$ cat src/rtl/fetch_unit_pkg.sv
// Shared definitions for the fetch stage: instruction field layout, sequencer
// state encoding and the branch-decision helper.
package fetch_unit_pkg;

   localparam int OP_MSB = 7;
   localparam int OP_LSB = 5;
   localparam int OPND_W = 5;

   typedef enum logic [1:0] {
      S_FETCH   = 2'd0,
      S_DECODE  = 2'd1,
      S_EXECUTE = 2'd2
   } state_t;

   // j wins over jc, but both jump to the same operand target.
   function automatic logic take_branch(input logic j, input logic jc, input logic cond);
      return j | (jc & cond);
   endfunction

endpackage

$ cat src/rtl/program_counter.sv
// Program counter register: reset to RESET_PC, absolute load, wrapping increment.
module program_counter #(
   parameter int          ADDR_W   = 5,
   parameter int unsigned RESET_PC = 0
) (
   input  logic              clk,
   input  logic              rst,
   input  logic              load_en,
   input  logic [ADDR_W-1:0] target,
   input  logic              inc_en,
   output logic [ADDR_W-1:0] pc
);

   always_ff @(posedge clk) begin
      if (rst) begin
         pc <= ADDR_W'(RESET_PC);
      end else if (load_en) begin
         pc <= target;
      end else if (inc_en) begin
         pc <= pc + ADDR_W'(1);
      end
   end

endmodule

$ cat src/rtl/fetch_unit.sv
// Instruction fetch/sequence stage: FETCH -> DECODE -> EXECUTE loop that owns
// the IR and drives the program counter.
module fetch_unit
   import fetch_unit_pkg::*;
#(
   parameter int          ADDR_W   = 5,
   parameter int unsigned RESET_PC = 0
) (
   input  logic              clk,
   input  logic              rst,
   output logic              mem_req,
   output logic [ADDR_W-1:0] mem_addr,
   input  logic [7:0]        mem_rdata,
   input  logic              mem_ready,
   output logic [2:0]        opcode,
   output logic [4:0]        operand,
   output logic              instr_valid,
   input  logic              j,
   input  logic              jc,
   input  logic              cond,
   input  logic              exec_done,
   output logic [ADDR_W-1:0] pc,
   output state_t            dbg_state
);

   state_t            state_q, state_d;
   logic [7:0]        ir_q;
   logic              mem_req_q;
   logic              ir_load;
   logic              pc_load;
   logic              pc_inc;
   logic [ADDR_W-1:0] pc_target;

   // Handshake: mem_req acts as valid and mem_ready as ready; a read completes
   // only on an edge where both are 1, and mem_addr stays fixed until then.
   always_ff @(posedge clk) begin
      if (rst) begin
         state_q   <= S_FETCH;
         ir_q      <= 8'h00;
         mem_req_q <= 1'b0;
      end else begin
         state_q   <= state_d;
         mem_req_q <= (state_d == S_FETCH);
         if (ir_load) begin
            ir_q <= mem_rdata;
         end
      end
   end

   always_comb begin
      state_d = state_q;
      ir_load = 1'b0;
      pc_load = 1'b0;
      pc_inc  = 1'b0;
      case (state_q)
         S_FETCH: begin
            if (mem_req_q && mem_ready) begin
               ir_load = 1'b1;
               state_d = S_DECODE;
            end
         end
         S_DECODE: begin
            state_d = S_EXECUTE;
         end
         S_EXECUTE: begin
            if (exec_done) begin
               state_d = S_FETCH;
               if (take_branch(j, jc, cond)) begin
                  pc_load = 1'b1;
               end else begin
                  pc_inc = 1'b1;
               end
            end
         end
         default: begin
            state_d = S_FETCH;
         end
      endcase
   end

   assign pc_target = ADDR_W'(ir_q[OPND_W-1:0]);

   program_counter #(
      .ADDR_W   (ADDR_W),
      .RESET_PC (RESET_PC)
   ) u_pc (
      .clk     (clk),
      .rst     (rst),
      .load_en (pc_load),
      .target  (pc_target),
      .inc_en  (pc_inc),
      .pc      (pc)
   );

   assign mem_req     = mem_req_q;
   assign mem_addr    = pc;
   assign opcode      = ir_q[OP_MSB:OP_LSB];
   assign operand     = ir_q[OPND_W-1:0];
   assign instr_valid = (state_q == S_EXECUTE);
   assign dbg_state   = state_q;

endmodule

$ cat config.mk
export PLATFORM = sky130hd
export DESIGN_NAME = fetch_unit
export DESIGN_NICKNAME = d
export VERILOG_FILES = /design/src/rtl/fetch_unit_pkg.sv /design/src/rtl/program_counter.sv /design/src/rtl/fetch_unit.sv
export SDC_FILE = /design/constraint.sdc
export NUM_CORES = 1
export LEC_CHECK = 0
export BUFFER_PORTS_ARGS = -buffer_cell sky130_fd_sc_hd__buf_4
export CORE_MARGIN = 5
export CORE_UTILIZATION = 39
export CTS_BUF_LIST = sky130_fd_sc_hd__clkbuf_4 sky130_fd_sc_hd__clkbuf_8 sky130_fd_sc_hd__clkbuf_16
export DETAILED_ROUTE_END_ITERATION = 10
export HOLD_SLACK_MARGIN = 0.1
export PLACE_DENSITY = 0.78
export SETUP_SLACK_MARGIN = 0.3
export SYNTH_ARGS = -nofsm -noshare
export SYNTH_HDL_FRONTEND = slang
export SYNTH_SLANG_ARGS = --single-unit
$ cat constraint.sdc
create_clock -name clk -period 1.2 [get_ports clk]
set_clock_uncertainty 0.2 [all_clocks]
set_input_delay 0.06 -clock clk [delete_from_list [all_inputs] [get_ports clk]]
set_output_delay 0.06 -clock clk [all_outputs]
set_load 0.005 [all_outputs]
# ---- Word level (Yosys, flattened, before mapping)
# Cells that the tools add are included.
dict set report word_totals {
  in_bits 15
  output_inout_bits 22
  wordCells 26
  register_bits 16
}
dict set report classes {
  n_bitwise 2
  n_reduce_logical 4
  n_eq_ne 2
  n_mux 13
  add_sub_neg 1
}
# operator n
set op_table {}
lappend op_table {{5-bit 2-to-1 mux} 2}
lappend op_table {{1-bit 2-to-1 mux} 8}
lappend op_table {{2-bit one-hot mux with 3 select lines} 1}
lappend op_table {{5-bit by 1-bit adder with 5-bit output (second input constant)} 1}
lappend op_table {{2-bit logical NOT} 2}
lappend op_table {{2-bit 2-to-1 mux} 2}
lappend op_table {{2-bit by 1-bit == test with 1-bit output (second input constant)} 1}
lappend op_table {{2-bit == test (second input constant)} 1}
lappend op_table {{2-bit nonzero test} 1}
lappend op_table {{1-bit AND} 1}
lappend op_table {{1-bit logical AND} 1}
lappend op_table {{1-bit OR} 1}

# ---- Depth between registers and ports, before layout
# Gate-level depths: netlist of the first run.
dict set report depth {
  ltp_word 7
  ltp_mapped 4
  mapped_depth_nobuf 4
}

# ---- Cells and area by module
# A second synthesis of the first run with hierarchy kept.
dict set report hier_totals {
  cells_unflattened 81
  hier_area_um2 784.5
}
# module seq_area_each_um2 cells_each area_each_um2 n_inst
set modules_own_cells {}
lappend modules_own_cells {fetch_unit 220.2 53 528.0 1}
lappend modules_own_cells {program_counter 100.1 28 256.5 1}

# ---- Worst setup path before layout of the first run
# Ideal clock, no wire load.
dict set report synth_path {
  path_kind {register -> register}
  start {register u_pc.pc[0]}
  end {register u_pc.pc[4]}
  synth_period_minus_slack_ps 1277
  required_time_ps 875
  stages_incl_launch_ff 5
  slack_ps -77
  setup_ps 125
  n_path_buf 0
  t_arrival_ps 952
  path_cell_list {dfxtp_1 -> ha_1 -> and4b_1 -> mux2i_1 -> o32ai_1}
}
dict set report synth_between {
  elab_chain_cells 3
}
# element line
set synth_lines {}
lappend synth_lines {{start: declaration} program_counter.sv:11} ;# output logic [ADDR_W-1:0] pc
lappend synth_lines {{start signal: assignment} program_counter.sv:16} ;# pc <= ADDR_W'(RESET_PC);
lappend synth_lines {{start signal: assignment} program_counter.sv:18} ;# pc <= target;
lappend synth_lines {{start signal: assignment} program_counter.sv:20} ;# pc <= pc + ADDR_W'(1);
lappend synth_lines {{5-bit by 1-bit adder with 5-bit output} program_counter.sv:20}
lappend synth_lines {{5-bit 2-to-1 mux} program_counter.sv:19} ;# end else if (inc_en) begin
lappend synth_lines {{5-bit 2-to-1 mux} program_counter.sv:17} ;# end else if (load_en) begin
# Every way passes these cells. The select of a mux whose other input is x is not followed.
# A chain may end at the register's enable or synchronous reset.

# ---- Worst setup path after layout of the first run
dict set report layout_path {
  start {register state_q[0] (netlist: dbg_state[0])}
  end {output port instr_valid}
}
dict set report layout_between {
  elab_chain_cells 1
}
# element line
set layout_lines {}
lappend layout_lines {{start: declaration} fetch_unit.sv:26} ;# state_t state_q, state_d;
lappend layout_lines {{start signal: assignment} fetch_unit.sv:42} ;# state_q <= state_d;
lappend layout_lines {{2-bit == test} fetch_unit.sv:99} ;# assign instr_valid = (state_q == S_EXECUTE);
lappend layout_lines {{end: declaration} fetch_unit.sv:17} ;# output logic instr_valid,
# Every way passes these cells.

==> metrics.yaml, run 1 <==
sta:
  drv_slew: 0
  fmax_ghz: 0.748
  finalSetupViolCount: 17
  fin_ws_ns: -0.137
  relSlewSlack: 0.767
  rsz0062_at_grt: "yes"
  tightest_slew_ns: 0.349
  tns_ns: -1.36
  period_share: 1.11
  fin_crit_ns: 1.34
  hold_viol: 15
  hold_ws_ns: -0.205
detailed_routing:
  wire_per_inst_um: 14.7
  ant_nets: 0
  finalWirelength_um: 2080
  routed-via-count: 711
  first_pass_iters: 4
  drt-initial-drc-count: 18
  avgViaCountPerCell: 5.01
  drc_errors: 0
synth:
  synth_area_per_cell_um2: 10.6
  synth_top_area_cell: "dfxtp_1"
  ys_ff_latch: 16
  ys_types: 23
  yosysSeqAreaShare: 0.439
  async_reset_ff_frac: 0
  synth_area_um2: 729
  synth_top_area_frac: 0.439
  synthCells: 69
  synth_area_leaders: "dfxtp_1 (44%), a22o_1 (9.6%), buf_4 (6.2%)"
  synth_nets: 85
  synth_warnings: 0
  synth.most_common_cell: "dfxtp_1"
  synthFlopType: "dfxtp_1"
  synth_edf_count: 0
  synthTopCellsByCount: "dfxtp_1 (16), a22o_1 (8), buf_4 (6)"
grt:
  grt_use_total: 0.167
  met3_usage: 0.0451
  grt.overflow.total: 0
  grt_pass1_wl_um: 3470
  grt_start_max_net_pins: 10
  grt-busiest-layer: "met2"
  grt_util_met1: 0.196
  grt_pass1_vias: 755
  antenna_found_initial: 0
  grt_use_met2: 0.290
floorplan:
  pin_count: 37
  dieArea_mm2: 0.00284
  rows: 15
  coreArea_mm2: 0.00175
  die_width_um: 53.2
  start_util: 0.418
  die-height_um: 53.2
worst_hold_path:
  hold_depth: 2
  hold_path_class: "in -> reg"
  hp-start: "mem_rdata[1]"
  hold-path-endpoint: "ir_q[1]$_SDFFE_PP0P_"
setup_path:
  rr_worst_depth: 4
  critical_path_arrival_ns: 1.08
  critPathMaxFanout: 4
  r2r-start: "dbg_state[1]$_SDFF_PP0_"
  critPathKind: "reg -> out"
  rrSetupSlack_ns: -0.12
  end_kind: "output pin"
  cp.required_ns: 0.94
  rr_endpoint: "ir_q[6]$_SDFFE_PP0P_"
  start_kind: "flop"
pwr:
  p_leak_uw: 0.000569
  p_per_area_mw_per_mm2: 852
  ir_worst_vdd_uv: 737
  power_uw: 1120
cts:
  clkTransAtPathRegs_ns: 0.10
  numCtsBuffers: 3
  clk_latency_ns: 0.28
  clockBufferDepth: 2
  cts_root_buf: "clkbuf_4"
  cts_tree: "yes"
  clkSinkCount: 16
  cts.htree.levels: 1
place:
  finalWeightedCongestion: 0.737
  hpwl_um: 1460
  port_buffers: 36
finish:
  n_antenna_cell: 0
  fillerInstances: 129
  area_growth_pct: 80.1
  drive_gt1_frac: 0.692
  nets: 134
run:
  cap_viol_max_count: 0
run_status:
  violations: "negative hold slack, negative setup slack"
  status: "finished with violations"
-- cells by family after synthesis --
logic type,share of synthesized area
AO/OA/AOI/OAI,0.225
flip-flops,0.439
multiplexers,0.0549
adder cells (fa/ha/maj),0.0171
AND/OR/NAND/NOR,0.166
buffers and inverters,0.0978
-- per-layer routing --
metal	wire, um	up-vias
met3	157	2
met2	994	33
met4	12	0
li1	-	352
met1	918	324
met5	0	-
-- cells in the final DEF, fill, tap and decap left out, drive strengths merged --
cell,instances
nor2,2
a211oi,1
buf,51
inv,4
ha,1
nand3,2
nand2b,3
nand2,1
and3b,1
o32ai,3
a22o,8
and2b,1
and3,1
dfxtp,16
a31oi,2
a21oi,5
nor2b,1
and4b,3
clkbuf,4
mux2i,4
nand3b,3
-- area by class of cell --
cell class	instances	area, um^2	area share
timing repair buffer	51	488	0.371
multi-input combinational	42	380	0.290
sequential	16	363	0.276
clock buffer	4	36.3	0.0276
tap	25	31.3	0.0238
inverter	4	15.0	0.0114
-- where the power goes --
| group | total [uW] | switching [uW] | leakage (uW) | internal [uW] |
|---|---|---|---|---|
| sequential | 567 | 24.3 | 0.000140 | 542 |
| clock | 349 | 165 | 0.0000210 | 184 |
| combinational | 203 | 72.5 | 0.000408 | 131 |
-- timing repair --
action / CTS / global route
endpoints found under the setup margin: 38 / 38
cloned: 0 / 0
gates resized for setup: 43 / 9
pin swaps: 4 / 4
buffers inserted: 7 / 1
endpoints found under the hold margin: 16 / 16
-- state kept, by name, indices dropped and copies added, names as in the netlist --
signal,cells
ir_q,8
mem_req,1
u_pc.pc,5
dbg_state,2
-- worst max-delay path: stages (launching register included) --
cell	delay (ns)
dfxtp_4	0.37
buf_6	0.11
and2b_1	0.20
buf_4	0.11
-- per-stage QoR --
| stage | setup slack [ns] | instance area, um^2 | util | instances |
|---|---|---|---|---|
| floorplan | -0.0102 | 754 | - | 69 |
| global placement | -0.0442 | 1050 | 0.603 | 130 |
| detailed placement | -0.0776 | 1050 | 0.603 | 130 |
| CTS | -0.123 | 1280 | 0.732 | 141 |
| global route | -0.184 | 1310 | 0.753 | 142 |
| finish | -0.137 | 1310 | 0.753 | 142 |
-- worst max path at each step --
stage / from / end / slack [ns] / depth (start not counted)
2_1_floorplan: dbg_state[1]$_SDFF_PP0_ / ir_q[0]$_SDFFE_PP0P_ / -0.01 / 4
3_3_place_gp: dbg_state[1]$_SDFF_PP0_ / mem_req$_SDFF_PP0_ / -0.04 / 3
3_5_place_dp: dbg_state[1]$_SDFF_PP0_ / mem_req$_SDFF_PP0_ / -0.08 / 3
4_1_cts: dbg_state[0]$_SDFF_PP0_ / instr_valid / -0.12 / 3
5_1_grt: dbg_state[0]$_SDFF_PP0_ / instr_valid / -0.18 / 3
6_report: dbg_state[0]$_SDFF_PP0_ / instr_valid / -0.14 / 3
(Power assumes the default switching activity.)
==> run 2, diff against run 1 <==
--- a/config.mk
+++ b/config.mk
@@ -5,6 +5,7 @@
 export SDC_FILE = /design/constraint.sdc
 export NUM_CORES = 1
 export LEC_CHECK = 0
+export ABC_AREA = 1
 export BUFFER_PORTS_ARGS = -buffer_cell sky130_fd_sc_hd__buf_4
 export CORE_MARGIN = 5
 export CORE_UTILIZATION = 39
==> metrics.yaml, run 2 <==
floorplan:
  die-height_um: 53.1  # -0.27%
  coreArea_mm2: 0.00175  # unchanged
  dieArea_mm2: 0.00282  # -0.54%
  die_width_um: 53.1  # -0.27%
  pin_count: 37  # unchanged
  start_util: 0.415  # -0.00287
  rows: 15  # unchanged
synth:
  synthCells: 102  # +48%
  synth.most_common_cell: "nand2_1"
  synth_nets: 118  # +39%
  synth_area_leaders: "dfxtp_1 (44%), nand2_1 (15%), nand3_1 (6.2%)"
  synth_area_um2: 724  # -0.69%
  synth_top_area_frac: 0.442  # +0.00303
  synth_edf_count: 0  # unchanged
  synth_top_area_cell: "dfxtp_1"
  synthTopCellsByCount: "nand2_1 (28), dfxtp_1 (16), inv_1 (11)"
  yosysSeqAreaShare: 0.442  # +0.00303
  synth_area_per_cell_um2: 7.10  # -33%
  ys_ff_latch: 16  # unchanged
  async_reset_ff_frac: 0  # unchanged
  synth_warnings: 0  # unchanged
  synthFlopType: "dfxtp_1"
  ys_types: 18  # -22%
place:
  place_inst: 162  # +25%
  place_ws_ns: -0.0356  # +0.0420 ns
  place_area_mm2: 0.00107  # +1.4%
  hpwl_um: 1550  # +6.1%
  port_buffers: 36  # unchanged
  finalWeightedCongestion: 0.778  # +5.6%
setup_path:
  rrSetupSlack_ns: -0.08  # +0.04 ns
  start_kind: "flop"
  critical_path_arrival_ns: 1.27  # +0.19 ns
  critPathMaxFanout: 5  # +1
  end_kind: "flop"
  cp.required_ns: 1.19  # +0.25 ns
  critPathKind: "reg -> reg"
pwr:
  clockPowerShare: 0.288  # -0.024
  swShare: 0.264  # +0.0299
  p_seq_frac: 0.507  # about the same
  p_int_uw: 836  # -2.4%
  p_leak_uw: 0.000649  # +14%
  combPwrFrac: 0.205  # +0.024
  switchingPower_uw: 300  # +15%
  p_per_area_mw_per_mm2: 844  # -0.91%
  ir_worst_vdd_uv: 674  # -8.5%
finish:
  final_cell_mix: "buf_4 (27), nand2_1 (24), buf_6 (19)"
  design_area_mm2: 0.00135  # +2.5%
  final_common_cell: "buf_4"
  n_antenna_cell: 0  # unchanged
  final_cells: 181  # +27%
  largest_reg_flops: 8  # unchanged
  largest_register: "ir_q"
  drive_gt1_frac: 0.538  # -0.154
  area_growth_pct: 85.8
  nets: 173  # +29%
  final_util: 0.771  # +0.0186
worst_hold_path:
  hold_path_class: "in -> reg"
grt:
  grt_start_max_net_pins: 11  # +1
  grt.overflow.total: 0  # unchanged
  grt_use_total: 0.185  # +0.0186
  grt_pass1_vias: 846  # +12%
  grt_pass1_wl_um: 3850  # +11%
  antenna_found_initial: 0  # unchanged
cts:
  clkSinkCount: 16  # unchanged
  clk_latency_ns: 0.29  # about the same
  cts_tree: "yes"
  cts_root_buf: "clkbuf_4"
  hold_buffers: 8
  clockBufferDepth: 2  # unchanged
  clkTransAtPathRegs_ns: 0.10  # about the same
  cts.htree.levels: 1  # unchanged
  numCtsBuffers: 3  # unchanged
sta:
  hold_viol: 9  # -6
  finalSetupViolCount: 12  # -5
  hold_ws_ns: -0.250  # -0.0446 ns
  fin_ws_ns: -0.0834  # +0.0538 ns
  tns_ns: -0.605  # +0.759 ns
  drv_slew: 0  # unchanged
  fmax_ghz: 0.779  # +4.2%
  tightest_slew_ns: 0.182  # -0.167 ns
  relSlewSlack: 0.878  # +0.111
  fin_crit_ns: 1.28  # -0.0538 ns
  period_share: 1.07  # -0.0449
  rsz0062_at_grt: "yes"
run_status:
  status: "finished with violations"
  violations: "negative hold slack, negative setup slack"
detailed_routing:
  ant_nets: 0  # unchanged
  first_pass_iters: 4  # unchanged
  finalWirelength_um: 2510  # +21%
  avgViaCountPerCell: 4.83  # -3.6%
  drc_errors: 0  # unchanged
  routed-via-count: 874  # +23%
  wire_per_inst_um: 13.9  # -5.3%
  drt-initial-drc-count: 14  # -4
run:
  cap_viol_max_count: 0  # unchanged
run 2: final timing paths:
check | cells after the start | endpoint | from
worst max register to register | 5 | ir_q[6]$_SDFFE_PP0P_ | dbg_state[1]$_SDFF_PP0_
worst min-delay path | 2 | u_pc.pc[3]$_SDFFE_PP0P_ | rst
worst min register to register | 2 | ir_q[5]$_SDFFE_PP0P_ | ir_q[5]$_SDFFE_PP0P_
worst max-delay path | 5 | ir_q[6]$_SDFFE_PP0P_ | dbg_state[1]$_SDFF_PP0_
run 2: critical path: stages, from the launching register on:
cell        delay, ns
dfxtp_4          0.41
nor2_4           0.05
nand4_1          0.14
clkinvlp_2       0.22
nand2_1          0.10
nand2_1          0.06
run 2: layout make-up:
type / instances / area (um^2)
fillers: 128 / 399
multi-input cells: 66 / 373
inverters: 15 / 58.8
repair buffers: 54 / 497
clock buffers: 4 / 30.0
flip-flops and latches: 16 / 352
repair inverters: 1 / 5.00
well taps: 25 / 31.3
run 2: timing repair:
item                                    in CTS  in global routing
resized for setup                           28                 13
endpoints found under the setup margin      38                 38
buffers inserted                             3                  3
gates cloned                                 0                  1
pin swaps                                    8                  5
endpoints found under the hold margin       16                 16
run 2: power groups by stage:
stage | clock network, uW | logic, uW | registers [uW]
2_1_floorplan | 0 | 68.8 | 581
3_3_place_gp | 0 | 166 | 579
3_5_place_dp | 0 | 169 | 580
4_1_cts | 332 | 210 | 572
5_1_grt | 358 | 256 | 578
6_report | 328 | 233 | 575
run 2: cells by family after synthesis:
logic type	after synthesis	share of synthesized area
and+or+nand+nor	50	0.301
adders and majority gates	1	0.0173
DFF	16	0.442
buffers and inverters	20	0.130
AOI/OAI and AO/OA	15	0.111
run 2: per-stage QoR:
step | total power [uW] | hold WS (ns)
after floorplan | 650 | -0.0806
after global placement | 745 | 0.0481
after detailed placement | 749 | 0.0536
after CTS | 1120 | -0.253
after global routing | 1190 | -0.255
final | 1140 | -0.250
run 2: per-layer routing:
layer,global-route usage,share of wire
met1,0.212,0.38
met2,0.329,0.53
met3,0.0479,0.076
met4,0.0638,0.012
met5,0,0
==> run 3, diff against run 2 <==
--- a/config.mk
+++ b/config.mk
@@ -11,6 +11,7 @@
 export CORE_UTILIZATION = 39
 export CTS_BUF_LIST = sky130_fd_sc_hd__clkbuf_4 sky130_fd_sc_hd__clkbuf_8 sky130_fd_sc_hd__clkbuf_16
 export DETAILED_ROUTE_END_ITERATION = 10
+export GPL_TIMING_DRIVEN = 0
 export HOLD_SLACK_MARGIN = 0.1
 export PLACE_DENSITY = 0.78
 export SETUP_SLACK_MARGIN = 0.3
==> metrics.yaml, run 3 (synthesized netlist as in run 2, its figures left out) <==
sta:
  fin_crit_ns: 1.32  # +0.0344 ns
  relSlewSlack: 0.853  # -0.0246
  hold_viol: 9  # unchanged
  fin_ws_ns: -0.118  # -0.0344 ns
  tns_ns: -1.28  # -0.680 ns
  tightest_slew_ns: 0.219  # +0.0367 ns
  fmax_ghz: 0.759  # -2.6%
  drv_slew: 0  # unchanged
  rsz0062_at_grt: "yes"
  finalSetupViolCount: 19  # +7
  hold_ws_ns: -0.258  # -0.00784 ns
  period_share: 1.10  # +0.0287
setup_path:
  rr_endpoint: "ir_q[3]$_SDFFE_PP0P_"
  worstSetupStartpoint: "dbg_state[1]$_SDFF_PP0_"
  cp.required_ns: 1.23  # +0.04 ns
  critPathMaxFanout: 5  # unchanged
  critical_path_arrival_ns: 1.34  # +0.07 ns
  path_cells: "nor2_4 > nand4_1 > inv_2 > nand2_2 > o21ai_2"
  rrSetupSlack_ns: -0.12  # -0.03 ns
  critPathKind: "reg -> reg"
  crit_slowest_cell: "dfxtp_4"
  end_kind: "flop"
  rr_worst_depth: 5  # unchanged
  cpPeakStageDelay_ns: 0.38  # -0.03 ns
  r2r-start: "dbg_state[1]$_SDFF_PP0_"
  start_kind: "flop"
run:
  cap_viol_max_count: 0  # unchanged
floorplan:
  coreArea_mm2: 0.00175  # unchanged
  start_util: 0.415  # unchanged
  dieArea_mm2: 0.00282  # unchanged
  die_width_um: 53.1  # unchanged
  die-height_um: 53.1  # unchanged
  pin_count: 37  # unchanged
  rows: 15  # unchanged
detailed_routing:
  first_pass_iters: 4  # unchanged
  drc_errors: 0  # unchanged
  routed-via-count: 1007  # +15%
  finalWirelength_um: 3200  # +27%
  wire_per_inst_um: 16.5  # +19%
  avgViaCountPerCell: 5.19  # +7.5%
  drt-initial-drc-count: 47  # +33
  ant_nets: 0  # unchanged
finish:
  largest_reg_flops: 8  # unchanged
  nets: 186  # +7.5%
  final_cells: 194  # +7.2%
  largest_register: "ir_q"
  n_antenna_cell: 0  # unchanged
  area_growth_pct: 108
  final_common_cell: "buf_4"
  multi_input_area_um2: 388  # +4.0%
  final_cell_mix: "buf_4 (33), buf_6 (25), nand2_1 (20)"
  drive_gt1_frac: 0.615  # +0.0769
  fillerInstances: 97  # -24%
  seq_area_um2: 357  # +1.4%
  final_util: 0.862  # +0.0910
grt:
  grt.overflow.total: 0  # unchanged
  grt_pass1_vias: 886  # +4.7%
  grt_pass1_wl_um: 3890  # +1.1%
  grt_use_total: 0.192  # +0.00706
  grt_start_max_net_pins: 11  # unchanged
  antenna_found_initial: 0  # unchanged
pwr:
  switchingPower_uw: 337  # +12%
  swShare: 0.275  # +0.0110
  combPwrFrac: 0.226  # +0.021
  p_per_area_mw_per_mm2: 814  # -3.6%
  ir_worst_vdd_uv: 713  # +5.8%
  p_leak_uw: 0.000718  # +11%
  p_seq_frac: 0.469  # -0.038
  clockPowerShare: 0.305  # +0.017
  p_int_uw: 888  # +6.2%
worst_hold_path:
  hold-path-endpoint: "u_pc.pc[1]$_SDFFE_PP0P_"
  hold_path_class: "in -> reg"
  hp-start: "rst"
  hold_depth: 2  # unchanged
run_status:
  violations: "negative hold slack, negative setup slack"
  status: "finished with violations"
cts:
  cts_root_buf: "clkbuf_4"
  cts_tree: "yes"
  clockBufferDepth: 2  # unchanged
  clkTransAtPathRegs_ns: 0.10  # about the same
  numCtsBuffers: 3  # unchanged
  clkSinkCount: 16  # unchanged
  clk_latency_ns: 0.30  # about the same
  cts.htree.levels: 1  # unchanged
  hold_buffers: 8  # unchanged
place:
  place_inst: 163  # +0.62%
  hpwl_um: 1400  # -9.1%
  port_buffers: 36  # unchanged
  finalWeightedCongestion: 0.827  # +6.3%
==> run 3: final cells by class <==
type                    count  area share
repair buffers             62       0.386
multi-input cells          66       0.258
flip-flops and latches     16       0.237
inverters                  15      0.0374
plain buffers               5      0.0324
clock buffers               4      0.0241
well taps                  25      0.0208
repair inverters            1     0.00499
==> run 3: critical path: cells and delay by family (launching register included) <==
family / cells / cell delay, ns
AO/OA/AOI/OAI: 1 / 0.07
buffers and inverters: 1 / 0.20
flip-flops: 1 / 0.38
AND/OR/NAND/NOR: 3 / 0.40
==> run 3: metal layers <==
layer / wire [um] / vias up / track usage
met5: 0 / - / 0
met1: 1210 / 472 / 0.223
met4: 42 / 0 / 0.0979
met2: 1660 / 72 / 0.333
li1: - / 457 / -
met3: 290 / 6 / 0.0366
==> run 3: worst max path at each step <==
stage                              endpoint  slack, ns  cells past startpoint
finish                 ir_q[3]$_SDFFE_PP0P_      -0.12                      5
global route           ir_q[3]$_SDFFE_PP0P_      -0.18                      5
global placement    u_pc.pc[4]$_SDFFE_PP0P_      -0.05                      6
CTS                 u_pc.pc[4]$_SDFFE_PP0P_      -0.03                      7
floorplan           u_pc.pc[4]$_SDFFE_PP0P_     -0.005                      6
detailed placement  u_pc.pc[4]$_SDFFE_PP0P_      -0.07                      7
==> run 3: power groups by stage <==
| stage | Sequential [uW] | Combinational (uW) | Clock (uW) |
|---|---|---|---|
| floorplan | 581 | 68.8 | 0 |
| global placement | 580 | 161 | 0 |
| detailed placement | 582 | 164 | 0 |
| CTS | 574 | 214 | 377 |
| global route | 577 | 296 | 400 |
| finish | 574 | 277 | 373 |
==> run 3: through the flow <==
step	hold WS [ns]	total power (uW)	instance area, um^2	setup WS (ns)
2_1_floorplan	-0.0806	650	773	-0.00509
6_report	-0.258	1220	1510	-0.118
3_5_place_dp	0.0460	745	1070	-0.0683
5_1_grt	-0.257	1270	1510	-0.181
4_1_cts	-0.274	1160	1340	-0.0291
3_3_place_gp	0.0451	741	1070	-0.0501
==> run 3: repair_timing <==
action                                  CTS  global route
endpoints found under the setup margin   38            38
pin swaps                                10             4
hold endpoints to repair                 16            15
setup buffers                             8            10
gates cloned                              1             0
gates resized for setup                  33            22
